--- config.mk ---
export PLATFORM = sky130hd
export DESIGN_NAME = note_recorder_flat
export DESIGN_NICKNAME = d
export VERILOG_FILES = /design/src/rtl/note_recorder_if.sv /design/src/rtl/note_recorder.sv /design/src/flat_wrapper.sv
export SDC_FILE = /design/constraint.sdc
export NUM_CORES = 1
export LEC_CHECK = 0
export CAP_MARGIN = 0
export CORE_ASPECT_RATIO = 0.6
export CORE_UTILIZATION = 55
export DETAILED_ROUTE_END_ITERATION = 7
export PLACE_DENSITY = 0.71
export SLEW_MARGIN = 20
export SYNTH_ARGS = -nofsm -noshare
export SYNTH_HDL_FRONTEND = slang
export SYNTH_SLANG_ARGS = --single-unit
--- constraint.sdc ---
create_clock -name clk -period 5.4 [get_ports clk]
set_clock_uncertainty 0.1 [all_clocks]
set_input_delay 0.54 -clock clk [delete_from_list [all_inputs] [get_ports clk]]
set_output_delay 0.54 -clock clk [all_outputs]
set_load 0.01 [all_outputs]
--- src/rtl/note_recorder_if.sv ---
// note_recorder_if: this interface bundles the keyboard-side and status signals
// of note_recorder.
//   master modport: the driver side (the key scanner and the command source).
//   slave modport:  the note_recorder itself.
//   key_valid / key_in          held key and its code (0..47)
//   rec_start/play_start/stop   single-cycle command pulses
//   key_encoded                 note code to the decoder (63 = rest)
//   state                       0=IDLE 1=REC 2=PLAY
//   full / length               recording truncated / stored entry count
interface note_recorder_if #(
    parameter int DEPTH = 64
);
    localparam int LEN_W = $clog2(DEPTH) + 1;

    logic             key_valid;
    logic [5:0]       key_in;
    logic             rec_start;
    logic             play_start;
    logic             stop;
    logic [5:0]       key_encoded;
    logic [1:0]       state;
    logic             full;
    logic [LEN_W-1:0] length;

    modport master (
        output key_valid, key_in, rec_start, play_start, stop,
        input  key_encoded, state, full, length
    );

    modport slave (
        input  key_valid, key_in, rec_start, play_start, stop,
        output key_encoded, state, full, length
    );
endinterface

--- src/rtl/note_recorder.sv ---
// note_recorder: this block records held keys as run-length {note, duration} entries
// and plays them back.
//   clk    single clock, rising edge
//   rst_n  asynchronous active-low reset
//   bus    note_recorder_if.slave (keys, commands, key_encoded, state, full, length)
// Parameters: DEPTH (entries, power of two 4..256) and TICK_DIV (clk cycles per tick).
// Optional feature: define NOTE_REC_LOOP_EN so that playback loops back to entry 0
// until stop is pulsed. In the default build, playback runs once.
module note_recorder #(
    parameter int DEPTH    = 64,
    parameter int TICK_DIV = 500000
) (
    input logic            clk,
    input logic            rst_n,
    note_recorder_if.slave bus
);
    localparam int ADDR_W = $clog2(DEPTH);
    localparam int LEN_W  = ADDR_W + 1;
    localparam int CNT_W  = $clog2(TICK_DIV);
    localparam logic [5:0] REST = 6'd63;

    typedef enum logic [1:0] {S_IDLE = 2'd0, S_REC = 2'd1, S_PLAY = 2'd2} state_t;
    typedef struct packed {
        logic [5:0] note;
        logic [7:0] dur;
    } entry_t;

    state_t           state_q, state_d;
    logic [CNT_W-1:0] cnt_q;
    logic             cnt_clr;
    logic             tick;
    logic [5:0]       live_note;
    logic [5:0]       key_enc_q, key_enc_d;
    logic [5:0]       run_note_q, run_note_d;
    logic [7:0]       run_dur_q, run_dur_d;
    logic [7:0]       dur_inc;
    logic [LEN_W-1:0] length_q, length_d;
    logic             full_q, full_d;
    logic [ADDR_W-1:0] play_ptr_q, play_ptr_d;
    logic [7:0]       play_left_q, play_left_d;

    // storage
    entry_t           mem [DEPTH];
    entry_t           rd_data;
    entry_t           wd;
    logic             we;
    logic [ADDR_W-1:0] wa, ra;

    // playback successor indices (wrap at length)
    logic [LEN_W-1:0]  p1, p2;
    logic              last;
    logic [ADDR_W-1:0] nxt, nxt2;

    assign live_note = (bus.key_valid && bus.key_in <= 6'd47) ? bus.key_in : REST;
    assign tick      = (cnt_q == CNT_W'(TICK_DIV - 1));
    assign dur_inc   = run_dur_q + 8'd1;

    assign p1   = {1'b0, play_ptr_q} + LEN_W'(1);
    assign last = (p1 >= length_q);
    assign nxt  = last ? '0 : p1[ADDR_W-1:0];
    assign p2   = {1'b0, nxt} + LEN_W'(1);
    assign nxt2 = (p2 >= length_q) ? '0 : p2[ADDR_W-1:0];

    // The write address is the entry count, so clearing length also clears the
    // write pointer.
    assign wa = length_q[ADDR_W-1:0];

    always_comb begin
        state_d     = state_q;
        key_enc_d   = key_enc_q;
        run_note_d  = run_note_q;
        run_dur_d   = run_dur_q;
        length_d    = length_q;
        full_d      = full_q;
        play_ptr_d  = play_ptr_q;
        play_left_d = play_left_q;
        cnt_clr     = 1'b0;
        we          = 1'b0;
        wd          = {run_note_q, run_dur_q};
        ra          = '0;

        case (state_q)
            S_IDLE: begin
                key_enc_d = live_note;
                if (bus.stop) begin
                    // stop has priority, so it swallows any same-cycle start
                end else if (bus.rec_start) begin
                    state_d    = S_REC;
                    length_d   = '0;
                    full_d     = 1'b0;
                    run_note_d = live_note;
                    run_dur_d  = 8'd0;
                    cnt_clr    = 1'b1;
                end else if (bus.play_start && length_q != '0) begin
                    // While idle, rd_data tracks entry 0. It is loaded directly,
                    // and entry 1 is fetched so that it is ready for the first
                    // advance.
                    state_d     = S_PLAY;
                    cnt_clr     = 1'b1;
                    key_enc_d   = rd_data.note;
                    play_left_d = rd_data.dur;
                    play_ptr_d  = '0;
                    ra          = (length_q > LEN_W'(1)) ? ADDR_W'(1) : '0;
                end
            end

            S_REC: begin
                key_enc_d = live_note;
                if (bus.stop) begin
                    if (run_dur_q != 8'd0 && length_q < LEN_W'(DEPTH)) begin
                        we       = 1'b1;
                        wd       = {run_note_q, run_dur_q};
                        length_d = length_q + LEN_W'(1);
                        if (length_q == LEN_W'(DEPTH - 1)) full_d = 1'b1;
                    end
                    state_d = S_IDLE;
                end else if (tick) begin
                    if (live_note != run_note_q || dur_inc == 8'd255) begin
                        we         = 1'b1;
                        wd         = {run_note_q, dur_inc};
                        length_d   = length_q + LEN_W'(1);
                        run_note_d = live_note;
                        run_dur_d  = 8'd0;
                        if (length_q == LEN_W'(DEPTH - 1)) begin
                            full_d  = 1'b1;
                            state_d = S_IDLE;
                        end
                    end else begin
                        run_dur_d = dur_inc;
                    end
                end
            end

            S_PLAY: begin
                // rd_data always holds the successor of the current entry.
                ra = nxt;
                if (bus.stop) begin
                    key_enc_d = REST;
                    state_d   = S_IDLE;
                end else if (tick) begin
                    if (play_left_q > 8'd1) begin
                        play_left_d = play_left_q - 8'd1;
`ifdef NOTE_REC_LOOP_EN
                    end else begin
`else
                    end else if (last) begin
                        key_enc_d = REST;
                        state_d   = S_IDLE;
                    end else begin
`endif
                        key_enc_d   = rd_data.note;
                        play_left_d = rd_data.dur;
                        play_ptr_d  = nxt;
                        ra          = nxt2;
                    end
                end
            end

            default: state_d = S_IDLE;
        endcase
    end

    // Synchronous storage. Write-through keeps rd_data coherent when the entry
    // being prefetched is written on the same edge.
    always_ff @(posedge clk) begin
        if (we) mem[wa] <= wd;
        rd_data <= (we && wa == ra) ? wd : mem[ra];
    end

    always_ff @(posedge clk or negedge rst_n) begin
        if (!rst_n) begin
            state_q     <= S_IDLE;
            cnt_q       <= '0;
            key_enc_q   <= REST;
            run_note_q  <= REST;
            run_dur_q   <= 8'd0;
            length_q    <= '0;
            full_q      <= 1'b0;
            play_ptr_q  <= '0;
            play_left_q <= 8'd0;
        end else begin
            state_q     <= state_d;
            cnt_q       <= (cnt_clr || tick) ? '0 : cnt_q + CNT_W'(1);
            key_enc_q   <= key_enc_d;
            run_note_q  <= run_note_d;
            run_dur_q   <= run_dur_d;
            length_q    <= length_d;
            full_q      <= full_d;
            play_ptr_q  <= play_ptr_d;
            play_left_q <= play_left_d;
        end
    end

    assign bus.key_encoded = key_enc_q;
    assign bus.state       = state_q;
    assign bus.full        = full_q;
    assign bus.length      = length_q;
endmodule

--- src/flat_wrapper.sv ---
// flat-port wrapper written by rule: the top's interface ports become plain ports
module note_recorder_flat 
#(
    parameter int DEPTH    = 64,
    parameter int TICK_DIV = 500000
)
  (clk, rst_n, bus_key_valid, bus_key_in, bus_rec_start, bus_play_start, bus_stop, bus_key_encoded, bus_state, bus_full, bus_length);
  note_recorder_if #(.DEPTH(DEPTH)) bus_i ();
  input logic clk;
  input logic rst_n;
  input wire logic [$bits(bus_i.key_valid)-1:0] bus_key_valid;
  input wire logic [$bits(bus_i.key_in)-1:0] bus_key_in;
  input wire logic [$bits(bus_i.rec_start)-1:0] bus_rec_start;
  input wire logic [$bits(bus_i.play_start)-1:0] bus_play_start;
  input wire logic [$bits(bus_i.stop)-1:0] bus_stop;
  output wire logic [$bits(bus_i.key_encoded)-1:0] bus_key_encoded;
  output wire logic [$bits(bus_i.state)-1:0] bus_state;
  output wire logic [$bits(bus_i.full)-1:0] bus_full;
  output wire logic [$bits(bus_i.length)-1:0] bus_length;
  assign bus_i.key_valid = bus_key_valid;
  assign bus_i.key_in = bus_key_in;
  assign bus_i.rec_start = bus_rec_start;
  assign bus_i.play_start = bus_play_start;
  assign bus_i.stop = bus_stop;
  assign bus_key_encoded = bus_i.key_encoded;
  assign bus_state = bus_i.state;
  assign bus_full = bus_i.full;
  assign bus_length = bus_i.length;
  note_recorder #(.DEPTH(DEPTH), .TICK_DIV(TICK_DIV)) u_core (.clk(clk), .rst_n(rst_n), .bus(bus_i));
endmodule
### Word-level counts from Yosys, hierarchy flattened

Memory sizes are Yosys's and may differ from the RTL's. A register that Yosys moved wholly into a read port is not among the register bits.
Index checks and enable logic that the tools add are counted.

| storage, ports and cells | value |
|---|---|
| flip-flop bits (word level) | 63 |
| bits in latches | 0 |
| memory bits (writable) | 896 |
| ROM bits | 0 |
| output and inout bits | 16 |
| word-level logic and storage cells | 157 |
| memories | 1 |

Memories:

| name | words | bits a word | read ports | clocked after Yosys merged registers in | write ports | RTL line | text |
|---|---|---|---|---|---|---|---|
| u_core.mem | 64 | 14 | 1 | 1 | 1 | note_recorder.sv:43 | `entry_t mem [DEPTH];` |

| cells by class | value |
|---|---|
| add/subtract/negate cells | 6 |
| multiply operators | 0 |
| div/mod/pow operators | 0 |
| magnitude comparators | 6 |
| eq/ne operators | 26 |
| shifts and indexed selects | 0 |
| multiplexer cells | 91 |
| bitwise logic cells | 0 |
| reductions and logical operators | 18 |

Operators with widths:

| kind | count |
|---|---|
| $mux W6 | 29 |
| $mux W8 | 16 |
| $mux W7 | 6 |
| $pmux W6 S2 | 3 |
| $pmux W8 S2 | 2 |
| $mux W2 | 11 |
| $ne A3 B2 Y1 const B | 7 |
| $add A19 B1 Y19 const B | 1 |
| $eq A19 B19 Y1 const B | 1 |
| $mux W1 | 19 |
| $mux W19 | 1 |
| $pmux W6 S3 | 1 |
| $reduce_and A8 Y1 | 2 |
| $add A6 B1 Y7 const B | 2 |
| $ge A7 B7 Y1 | 2 |
| $ne A2 B2 Y1 const B | 7 |
| $pmux W7 S2 | 1 |
| $reduce_and A6 Y1 | 2 |
| $add A8 B1 Y8 const B | 1 |
| $eq A8 B8 Y1 const B | 1 |
| $gt A8 B1 Y1 const B | 1 |
| $ne A2 B1 Y1 const B | 4 |
| $reduce_bool A8 Y1 | 1 |
| $sub A8 B1 Y8 const B | 1 |
| 20 further kinds | 25 |

### Longest topological paths before layout

Gate-level depths: netlist (run 1).

| depth | value |
|---|---|
| word-level depth | 11 |
| depth in mapped cells | 23 |

### Least setup slack after synthesis (run 1)

OpenSTA, ideal clock, no wires.

| path | value |
|---|---|
| kind | register to register |
| from | reg u_core.play_ptr_q[0] |
| to | reg (tool-made name) |
| library setup time | 73 ps |
| arrival time | 4738 ps |
| path slack | 488 ps |
| cell stages (with the launch flop) | 23 |
| path buffers | 2 |
| clock period less this slack | 4912 ps |
| cell sequence | dfrtp_1 clkbuf_1 nand2_1 nor2_1 xnor2_1 inv_1 ha_1 and3_1 a311oi_1 nand2_1 clkbuf_1 nor2_1 ha_1 inv_1 nor2_1 nand4_1 nor4_1 ha_1 and3_1 a221oi_1 and2_1 nand4_1 a21oi_1 |

RTL lines:

| item | RTL line | text |
|---|---|---|
| start: declaration | note_recorder.sv:39 | `logic [ADDR_W-1:0] play_ptr_q, play_ptr_d;` |
| start signal: assignment | note_recorder.sv:189 | `play_ptr_q <= play_ptr_d;` |

==> impl_metrics.json, run 1 <==
{
  "stdcell_count": 3141,
  "required_ps": 5860,
  "cts_buffer_depth": 3,
  "vdd_drop_max_v": 0.0002597,
  "vias": 21182,
  "num_rows": 75,
  "yosysWarnings": 0,
  "dr.pass1.iters": 7,
  "setup_viol": 0,
  "maxCapViolations": 0,
  "netlist_area_sq_um": 39310,
  "drive_gt1_share_pct": 27.57,
  "reg2regPathDepth": 21,
  "area_delta_synth_final_pct": 13.44,
  "grt_max_degree": 77,
  "register_area_sq_um": 28630,
  "num-fill-cells": 4676,
  "overflow": 0,
  "hold_violations": 0,
  "wl_per_cell_um": 32.15,
  "vias_per_cell": 6.744,
  "final.setup.tns_ps": 0,
  "synth_top_flop_cell": "edfxtp_1",
  "nNetsFinal": 2188,
  "grt_use_total_pct": 28.41,
  "status": "completed",
  "path_cells": "ha_1 -> xnor2_1 -> inv_1 -> ha_1 -> a21oi_1 -> o21ai_0 -> a311oi_1 -> nand2_1 -> nor2_1 -> ha_1 -> inv_1 -> nor2_1 -> nand4_1 -> xnor2_1 -> ha_1 -> and3_1 -> a221oi_1 -> buf_4 -> nand3_1 -> a21o_1 -> a21oi_1",
  "leakage_nw": 14.22,
  "globalplace.congestion": 0.9243,
  "endpoint_kind": "flip-flop",
  "io_buffers": 27,
  "cts-root-buf": "clkbuf_16",
  "cpLargestDelayFamily": "compound AO/OA/AOI/OAI gates",
  "worst_path_most_repeated_cell": "ha_1",
  "ys_seq_area_share_pct": 72.80,
  "clkLatencyLatePin_ps": 650,
  "critPathBufInv": 3,
  "ys_ff_latch": 965,
  "fmax_mhz": 201.4,
  "die_w_um": 347.1,
  "worstPathArrival_ps": 5420,
  "hold_path.class": "in2async",
  "cts.sinks": 965,
  "dp_hpwl_um": 62640,
  "cts_htree_levels": 3,
  "finalCriticalPeriod_ps": 4965,
  "total_power_mw": 19.24,
  "rsz0062_at_grt": "no",
  "finalCritPeriodShare_pct": 91.95,
  "finalMaxSlewViolations": 0,
  "grt_pass1_vias": 20257,
  "dieArea_sq_um": 72580,
  "drt-initial-drc-count": 3128,
  "crit_path_start": "u_core.play_ptr_q[0]",
  "clk_pin_slew_worst_paths_ps": 70,
  "power_density_nw_per_um2": 431.5,
  "worst_pin_slew_ps": 1141,
  "syn_inst": 2028,
  "cpPeakStageDelay_ps": 500,
  "ys_async_sr_fraction_pct": 6.528,
  "core-area_sq_um": 70290,
  "worstSetupPathDepth": 21,
  "numCtsBuffers": 87,
  "r2r-start": "u_core.play_ptr_q[0]",
  "syn-mean-instance-area_sq_um": 19.38,
  "ioPinCount": 28,
  "crit_type": "reg2reg",
  "post-route-drc-count": 0,
  "syn_nets": 2070,
  "drtAntennaViolNets": 0,
  "yosysUniqueCellTypes": 82,
  "critical_path.slowest_cell": "dfrtp_1",
  "dp_cells": 2981,
  "cp_max_fo": 11,
  "multi_input_area_sq_um": 10630,
  "slew_headroom_pct": 23.21,
  "synth_edf_count": 896,
  "antenna_found_initial": 3,
  "wirelength_um": 101000,
  "startpoint_type": "flip-flop",
  "fp.dieH_um": 209.1,
  "cts_tree": "done",
  "grt_pass1_wl_um": 145600,
  "initial_core_util_pct": 55.93
}
where the power goes:
group	internal, mW	total [mW]	leakage, nW	switching [mW]
Clock	3.53	6.25	1.39	2.72
Combinational	1.52	4.06	3.84	2.54
Sequential	8.67	8.93	8.99	0.264
worst paths after layout:
path	to	slack (ps)
max in group asynchronous	u_core.cnt_q[8]	4610
setup / recovery	flip-flop	430
hold reg to reg	u_core.bus.key_encoded[1]	390
setup reg to reg	flip-flop	430
min in group clk	u_core.bus.key_encoded[1]	390
hold / removal	u_core.bus.state[0]	10
through the flow:
stage	setup slack, ps	hold WS (ps)	util, %	area, sq um
final	434.9	12.59	63.45	44590
after CTS	473.7	4.785	63.42	44580
after floorplan	488.5	144.4	-	39310
after detailed placement	521.1	381.4	59.37	41730
after global placement	529.1	357.7	59.36	41720
after global routing	35.70	71.51	63.44	44590
logic make-up after synthesis:
kind of cell    share of synthesized area, %
fa+ha+maj                             0.9548
xor+xnor                              0.7575
compound gates                         3.390
simple gates                           5.035
flops                                  72.80
mux                                    15.45
buf+inv                                1.614
synthesized netlist by cell type, types with 5 or more instances:
cell       number  area share (%)
nor2b_1        10            0.16
nor4b_1         5            0.11
nand3_1        50            0.64
and3_1         11            0.18
a31oi_1         8            0.13
a2111oi_0       6            0.13
xnor2_1        13            0.29
dfxtp_1         6            0.31
o22ai_1         6           0.095
xor2_1         21            0.47
nor3_1         69            0.88
mux4_2        261              15
ha_1           30            0.95
o21a_1          5           0.095
edfxtp_1      896              68
clkbuf_1       53            0.51
dfstp_2        12            0.80
nand4_1        12            0.19
buf_2          36            0.46
nor4_1         19            0.30
and2_1         14            0.22
or3_1          11            0.18
o21ai_0        40            0.51
a22o_1          8            0.18
dfrtp_1        51             3.2
o211ai_1        7            0.13
buf_1           5           0.048
a22oi_1        17            0.32
mux2i_1        14            0.36
nand2_1        71            0.68
a21oi_1        30            0.38
nor2_1         79            0.75
o21ai_1         8            0.10
buf_4          12            0.23
nand2b_1        8            0.13
a211oi_1        9            0.17
inv_1          34            0.32
mux2_2          5            0.14
a21o_1          6            0.11
per-layer routing:
| layer | GRT usage (%) | vias to the layer above | part of all wire, % |
|---|---|---|---|
| li1 | - | 8617 | - |
| met1 | 46.05 | 11175 | 43 |
| met2 | 38.01 | 1252 | 42 |
| met3 | 8.216 | 138 | 13 |
| met4 | 6.637 | 0 | 2.1 |
| met5 | 0 | - | 0 |
cell usage in the layout, fill, tap and decap left out, types with 35 or more instances in the layout:
master	synthesis	layout
o21ai_0	40	39
edfxtp_1	896	896
buf_4	12	101
clkbuf_16	0	90
nand2_1	71	71
mux4_2	261	261
nand3_1	50	50
nor2_1	79	79
dfrtp_1	51	51
nor3_2	0	35
repair_timing:
action | in CTS | in global routing
endpoints found under the setup margin | 0 | 1
resized for setup | 0 | 1
hold buffers | 0 | 0
setup buffers | 0 | 0
area by class of cell:
| cell class | count | share of cell area (%) |
|---|---|---|
| Antenna cell | 1 | 0.005612 |
| Clock buffer | 109 | 5.278 |
| Clock inverter | 50 | 1.114 |
| Inverter | 36 | 0.3030 |
| Multi-Input combinational cell | 920 | 23.85 |
| Sequential cell | 965 | 64.21 |
| Tap cell | 924 | 2.593 |
| Timing Repair Buffer | 136 | 2.654 |
worst register-to-register path: cells and delay by family, from the launching register on:
kind / cells / cell delay [ps]
AO/OA/AOI/OAI: 6 / 1360
XOR/XNOR: 2 / 480
adder cells (fa/ha/maj): 4 / 1070
buffers and inverters: 3 / 390
flip-flops: 1 / 500
AND/OR/NAND/NOR: 6 / 990
registers in the layout (all words and copies together) (netlist names), named ones only:
signal and cells:
u_core.mem 896, u_core.cnt_q 19, u_core.play_left_q 8, u_core.run_dur_q 8, u_core.bus.length 7, u_core.bus.key_encoded 6
u_core.play_ptr_q 6, u_core.run_note_q 6, u_core.bus.state 2, u_core.bus.full 1
(Power assumes the default switching activity.)
==> inputs of run 2 (changes only) <==
- CORE_UTILIZATION: 55 -> 37
- PLACE_DENSITY: 0.71 -> 0.51
- clock period: 5.4 -> 6.3 ns (I/O delays scaled with it)
==> run 2 against run 1 <==
Cell area grew 1.6%. Clock power shrank 9.3%. Sequential cell count is the same. Critical path type unchanged. Largest power group unchanged. Highest routed layer unchanged.
==> impl_metrics.json, run 2 (synthesis gave the netlist of run 1 again) <==
{
  "final_common_cell": "edfxtp_1",
  "vias": 20939,
  "comb_power_share_pct": 20.9,
  "finalMaxSlewViolations": 0,
  "ioPinCount": 28,
  "drt-initial-drc-count": 2627,
  "setup_viol": 0,
  "worst_pin_slew_ps": 1170,
  "num-fill-cells": 9060,
  "dieArea_sq_um": 107600,
  "vdd_drop_max_v": 0.0002111,
  "dp_cells": 3473,
  "slew_headroom_pct": 21.20,
  "io_buffers": 27,
  "cts_htree_levels": 3,
  "maxCapViolations": 0,
  "grt_max_degree": 68,
  "fp.dieH_um": 254.5,
  "globalplace.congestion": 0.8424,
  "hold_violations": 0,
  "post-cts-setup-buffer-count": 0,
  "cp_max_fo": 11,
  "p_switching_mw": 4.948,
  "power_frac_seq_pct": 45.5,
  "wl_per_cell_um": 30.62,
  "numCtsBuffers": 88,
  "cts.sinks": 965,
  "worstPathArrival_ps": 5970,
  "startpoint_type": "flip-flop",
  "hold_buffers": 0,
  "cts-root-buf": "clkbuf_16",
  "power_density_nw_per_um2": 372.6,
  "vias_per_cell": 5.754,
  "endpoint_kind": "flip-flop",
  "initial_core_util_pct": 37.41,
  "finalCritPeriodShare_pct": 86.88,
  "core-area_sq_um": 105100,
  "post_cts_resize_count": 0,
  "clkLatencyLatePin_ps": 700,
  "swShare_pct": 29.30,
  "wirelength_um": 111400,
  "dr.pass1.iters": 7,
  "top_register": "u_core.mem",
  "setup_slack_ps": 826.3,
  "hold_path.class": "in2async",
  "cts_tree": "done",
  "die_w_um": 422.8,
  "stdcell_count": 3639,
  "drtAntennaViolNets": 0,
  "finalCriticalPeriod_ps": 5474,
  "grt_pass1_vias": 19981,
  "clockPowerShare_pct": 33.6,
  "place_ws_ps": 918.5,
  "required_ps": 6800,
  "leakage_nw": 14.20,
  "dp_hpwl_um": 71010,
  "largest_register_ffs": 896,
  "final.setup.tns_ps": 0,
  "drive_gt1_share_pct": 27.93,
  "fmax_mhz": 182.7,
  "nNetsFinal": 2195,
  "internal_power_mw": 11.94,
  "total_power_mw": 16.89,
  "rsz0062_at_grt": "no",
  "crit_type": "reg2reg",
  "grt_use_total_pct": 20.78,
  "area_delta_synth_final_pct": 15.31,
  "post-route-drc-count": 0,
  "grt_pass1_wl_um": 156500,
  "num_rows": 92,
  "antenna_found_initial": 12,
  "status": "completed",
  "layout_common_cells": "896 x edfxtp_1, 261 x mux4_2, 110 x buf_4",
  "reg_top3": "u_core.mem (896), u_core.cnt_q (19)",
  "cts_buffer_depth": 3,
  "overflow": 0,
  "clk_pin_slew_worst_paths_ps": 70
}
-- run 2: changes by cell type in the layout (fill, tap and decap cells not counted), sizes merged --
cell	previous run	this run
clkbuf	109	106
diode	1	2
buf	110	116
inv	38	37
clkinv	34	38
bufinv	9	14
-- run 2: worst paths after layout --
check,from,end,slack [ps],depth (start not counted)
max,u_core.play_ptr_q[0],flip-flop,830,21
min,rst_n,u_core.cnt_q[2],60,2
max reg2reg,u_core.play_ptr_q[0],flip-flop,830,21
min reg2reg,u_core.bus.key_encoded[4],u_core.bus.key_encoded[4],380,2
max in group asynchronous,rst_n,u_core.run_dur_q[7],5400,2
min in group clk,u_core.bus.key_encoded[4],u_core.bus.key_encoded[4],380,2
-- run 2: worst max-delay path: stages, from the launching register on --
cell,delay (ps)
dfrtp_1,510
ha_1,310
xnor2_1,400
inv_1,130
ha_1,320
a21oi_1,130
o21ai_0,140
a311oi_1,290
buf_4,190
nand2_1,100
nor2_1,150
ha_1,190
inv_1,90
nor2_1,110
nand4_1,210
nor4_1,240
ha_1,300
and3_1,190
a221oi_1,630
and2_1,350
nand3_1,110
a21oi_1,180
-- run 2: final cells by class --
type	instances	area, sq um	share of cell area [%]
clock buffer	106	2322	5.123
timing repair buffer	142	1191	2.628
clock inverter	58	698.2	1.540
inverter	36	135.1	0.2981
antenna	2	5.005	0.01104
tap	1410	1764	3.892
sequential	965	28630	63.16
multi-input combinational	920	10580	23.34
-- run 2: through the flow --
step / util [%] / area (sq um) / hold WS, ps
after floorplan: - / 39310 / 234.4
after global placement: 40.25 / 42300 / 357.8
after detailed placement: 40.25 / 42300 / 361.9
after CTS: 43.12 / 45320 / 30.26
after global routing: 43.13 / 45320 / 101.6
final: 43.13 / 45330 / 59.40
-- run 2: power groups by stage --
stage          Sequential (mW)  Combinational, mW  Clock (mW)
4_1_cts                   7.68               3.53        5.79
2_1_floorplan             7.84               1.98           0
5_1_grt                   7.70               3.76        6.01
3_3_place_gp              7.81               3.49           0
6_report                  7.68               3.54        5.67
3_5_place_dp              7.82               3.53           0
-- run 2: metal layers --
layer / routed length, um / global-route usage, % / vias up
li1: - / - / 8637
met1: 54320 / 33.26 / 11241
met2: 44290 / 27.14 / 923
met3: 10740 / 6.196 / 138
met4: 2095 / 4.783 / 0
met5: 0 / 0 / -
==> inputs of run 3 (changes only) <==
- MAX_ROUTING_LAYER: not set -> met4
- TNS_END_PERCENT: not set -> 10
==> run 3 against run 2 <==
Cell area down 0.13%. Sequential cell count unchanged. Die area unchanged. Largest power group unchanged. Critical path type unchanged. Setup slack worse by 130 ps. Final cell count about the same. Sequential share of layout area up 0.082 points. Sequential power about the same.
==> impl_metrics.json, run 3 (synthesis gave the netlist of run 1 again) <==
{
  "endpoint_kind": "flip-flop",
  "fmax_mhz": 178.4,
  "top_register": "u_core.mem",
  "required_ps": 6820,
  "rsz0062_at_grt": "no",
  "dp_cells": 3473,
  "dieArea_sq_um": 107600,
  "post_cts_resize_count": 0,
  "core-area_sq_um": 105100,
  "vias_per_cell": 5.806,
  "top_layer": "met4",
  "hold_buffers": 0,
  "numCtsBuffers": 87,
  "slew_headroom_pct": 22.62,
  "drt-initial-drc-count": 2580,
  "dp_hpwl_um": 71470,
  "overflow": 0,
  "finalMaxSlewViolations": 0,
  "cpLargestDelayFamily": "simple AND/OR/NAND/NOR gates",
  "finalCriticalPeriod_ps": 5605,
  "hold_path.class": "in2async",
  "maxCapViolations": 0,
  "post-route-drc-count": 0,
  "place_ws_ps": 818.7,
  "finalCritPeriodShare_pct": 88.97,
  "grt_pass1_vias": 20070,
  "drive_gt1_share_pct": 27.75,
  "place_area_sq_um": 42350,
  "wirelength_um": 112100,
  "cts.sinks": 965,
  "cts_htree_levels": 3,
  "worst_pin_slew_ps": 1131,
  "clk_pin_slew_worst_paths_ps": 70,
  "initial_core_util_pct": 37.41,
  "die_w_um": 422.8,
  "met2_length_um": 45680,
  "layout_common_cells": "896 x edfxtp_1, 261 x mux4_2, 107 x buf_4",
  "antenna_found_initial": 7,
  "dr.pass1.iters": 7,
  "area_delta_synth_final_pct": 15.16,
  "critical_path.slowest_cell": "a221oi_1",
  "drtAntennaViolNets": 0,
  "largest_register_ffs": 896,
  "whs_ps": 44.83,
  "route.met3.wl_um": 9101,
  "cts-root-buf": "clkbuf_16",
  "io_buffers": 27,
  "grt_pass1_wl_um": 158000,
  "critPathBufInv": 3,
  "grt_max_degree": 82,
  "wl_per_cell_um": 30.82,
  "cp_max_fo": 11,
  "reg_top3": "u_core.mem (896), u_core.cnt_q (19)",
  "status": "completed",
  "grt_use_total_pct": 21.62,
  "final_common_cell": "edfxtp_1",
  "wl_met1_um": 55610,
  "vdd_drop_max_v": 0.0002691,
  "worstPathArrival_ps": 6120,
  "setup_slack_ps": 694.6,
  "clkLatencyLatePin_ps": 700,
  "worst_path_most_repeated_cell": "ha_1",
  "path_cells": "ha_1 -> nand3_1 -> xor2_1 -> inv_1 -> ha_1 -> and3_1 -> a311oi_1 -> buf_4 -> nand2_1 -> nor2_1 -> ha_1 -> inv_1 -> nor2_1 -> nand4_1 -> nor4_1 -> ha_1 -> and3_1 -> a221oi_1 -> and2_1 -> nand4_1 -> a21oi_1",
  "hold_violations": 0,
  "post-cts-setup-buffer-count": 0,
  "stdcell_count": 3638,
  "power_density_nw_per_um2": 368.6,
  "fin_area_sq_um": 45270,
  "fp.dieH_um": 254.5,
  "leakage_nw": 14.23,
  "cpPeakStageDelay_ps": 640,
  "crit_type": "reg2reg",
  "ioPinCount": 28,
  "nNetsFinal": 2198,
  "globalplace.congestion": 0.8361,
  "num_rows": 92,
  "final.setup.tns_ps": 0,
  "vias": 21123,
  "startpoint_type": "flip-flop",
  "cts_buffer_depth": 3,
  "cts_tree": "done",
  "setup_viol": 0
}
-- run 3: changes by cell type in the layout (fill, tap and decap cells not counted), moves of 2 or more --
cell / delta
buf_12: +2
clkinv_2: +3
clkbuf_1: +4
nor3_4: +4
bufinv_16: -6
buf_4: -3
clkinvlp_4: -5
nor3_2: -4
buf_8: +4
-- run 3: path summary, 6_finish.rpt --
kind	startpoint	slack [ps]	to	cells past startpoint
worst max-delay path	u_core.play_ptr_q[0]	690	flip-flop	21
worst min-delay path	rst_n	40	u_core.play_ptr_q[1]	2
worst max register to register	u_core.play_ptr_q[0]	690	flip-flop	21
worst min register to register	u_core.bus.key_encoded[1]	380	u_core.bus.key_encoded[1]	2
max in group asynchronous	rst_n	5390	u_core.run_dur_q[4]	2
min in group clk	u_core.bus.key_encoded[1]	380	u_core.bus.key_encoded[1]	2
-- run 3: per-layer routing --
| layer | global-route usage, % | up-vias |
|---|---|---|
| met4 | 3.986 | 0 |
| met5 | - | - |
| met3 | 4.806 | 136 |
| li1 | - | 8635 |
| met2 | 27.72 | 855 |
| met1 | 34.57 | 11497 |
-- run 3: where the power goes --
part	total, mW	internal, mW	switching (mW)
Sequential	7.66	7.43	0.233
Clock	5.42	3.00	2.42
Combinational	3.61	1.31	2.30
Total	16.7	11.7	4.94
-- run 3: area by class of cell --
type | instances | area, sq um
Antenna cell | 1 | 2.502
Clock buffer | 112 | 2376
Clock inverter | 48 | 459.2
Fill cell | 9037 | 59820
Inverter | 36 | 135.1
Multi-Input combinational cell | 920 | 10610
Sequential cell | 965 | 28630
Tap cell | 1410 | 1764
Timing Repair Buffer | 146 | 1296
-- run 3: worst register-to-register path, cell delays in order (launching register included) --
cell and delay, ps:
dfrtp_1 550, ha_1 280, nand3_1 100, xor2_1 450, inv_1 160, ha_1 300, and3_1 160, a311oi_1 280
buf_4 200, nand2_1 100, nor2_1 180, ha_1 200, inv_1 80, nor2_1 130, nand4_1 210, nor4_1 240
ha_1 300, and3_1 190, a221oi_1 640, and2_1 360, nand4_1 130, a21oi_1 190
-- run 3: metrics by stage --
| step | util, % | total power, mW |
|---|---|---|
| global route | 43.07 | 17.26 |
| detailed placement | 40.30 | 11.39 |
| floorplan | - | 9.812 |
| finish | 43.08 | 16.68 |
| CTS | 43.00 | 16.78 |
| global placement | 40.26 | 11.34 |
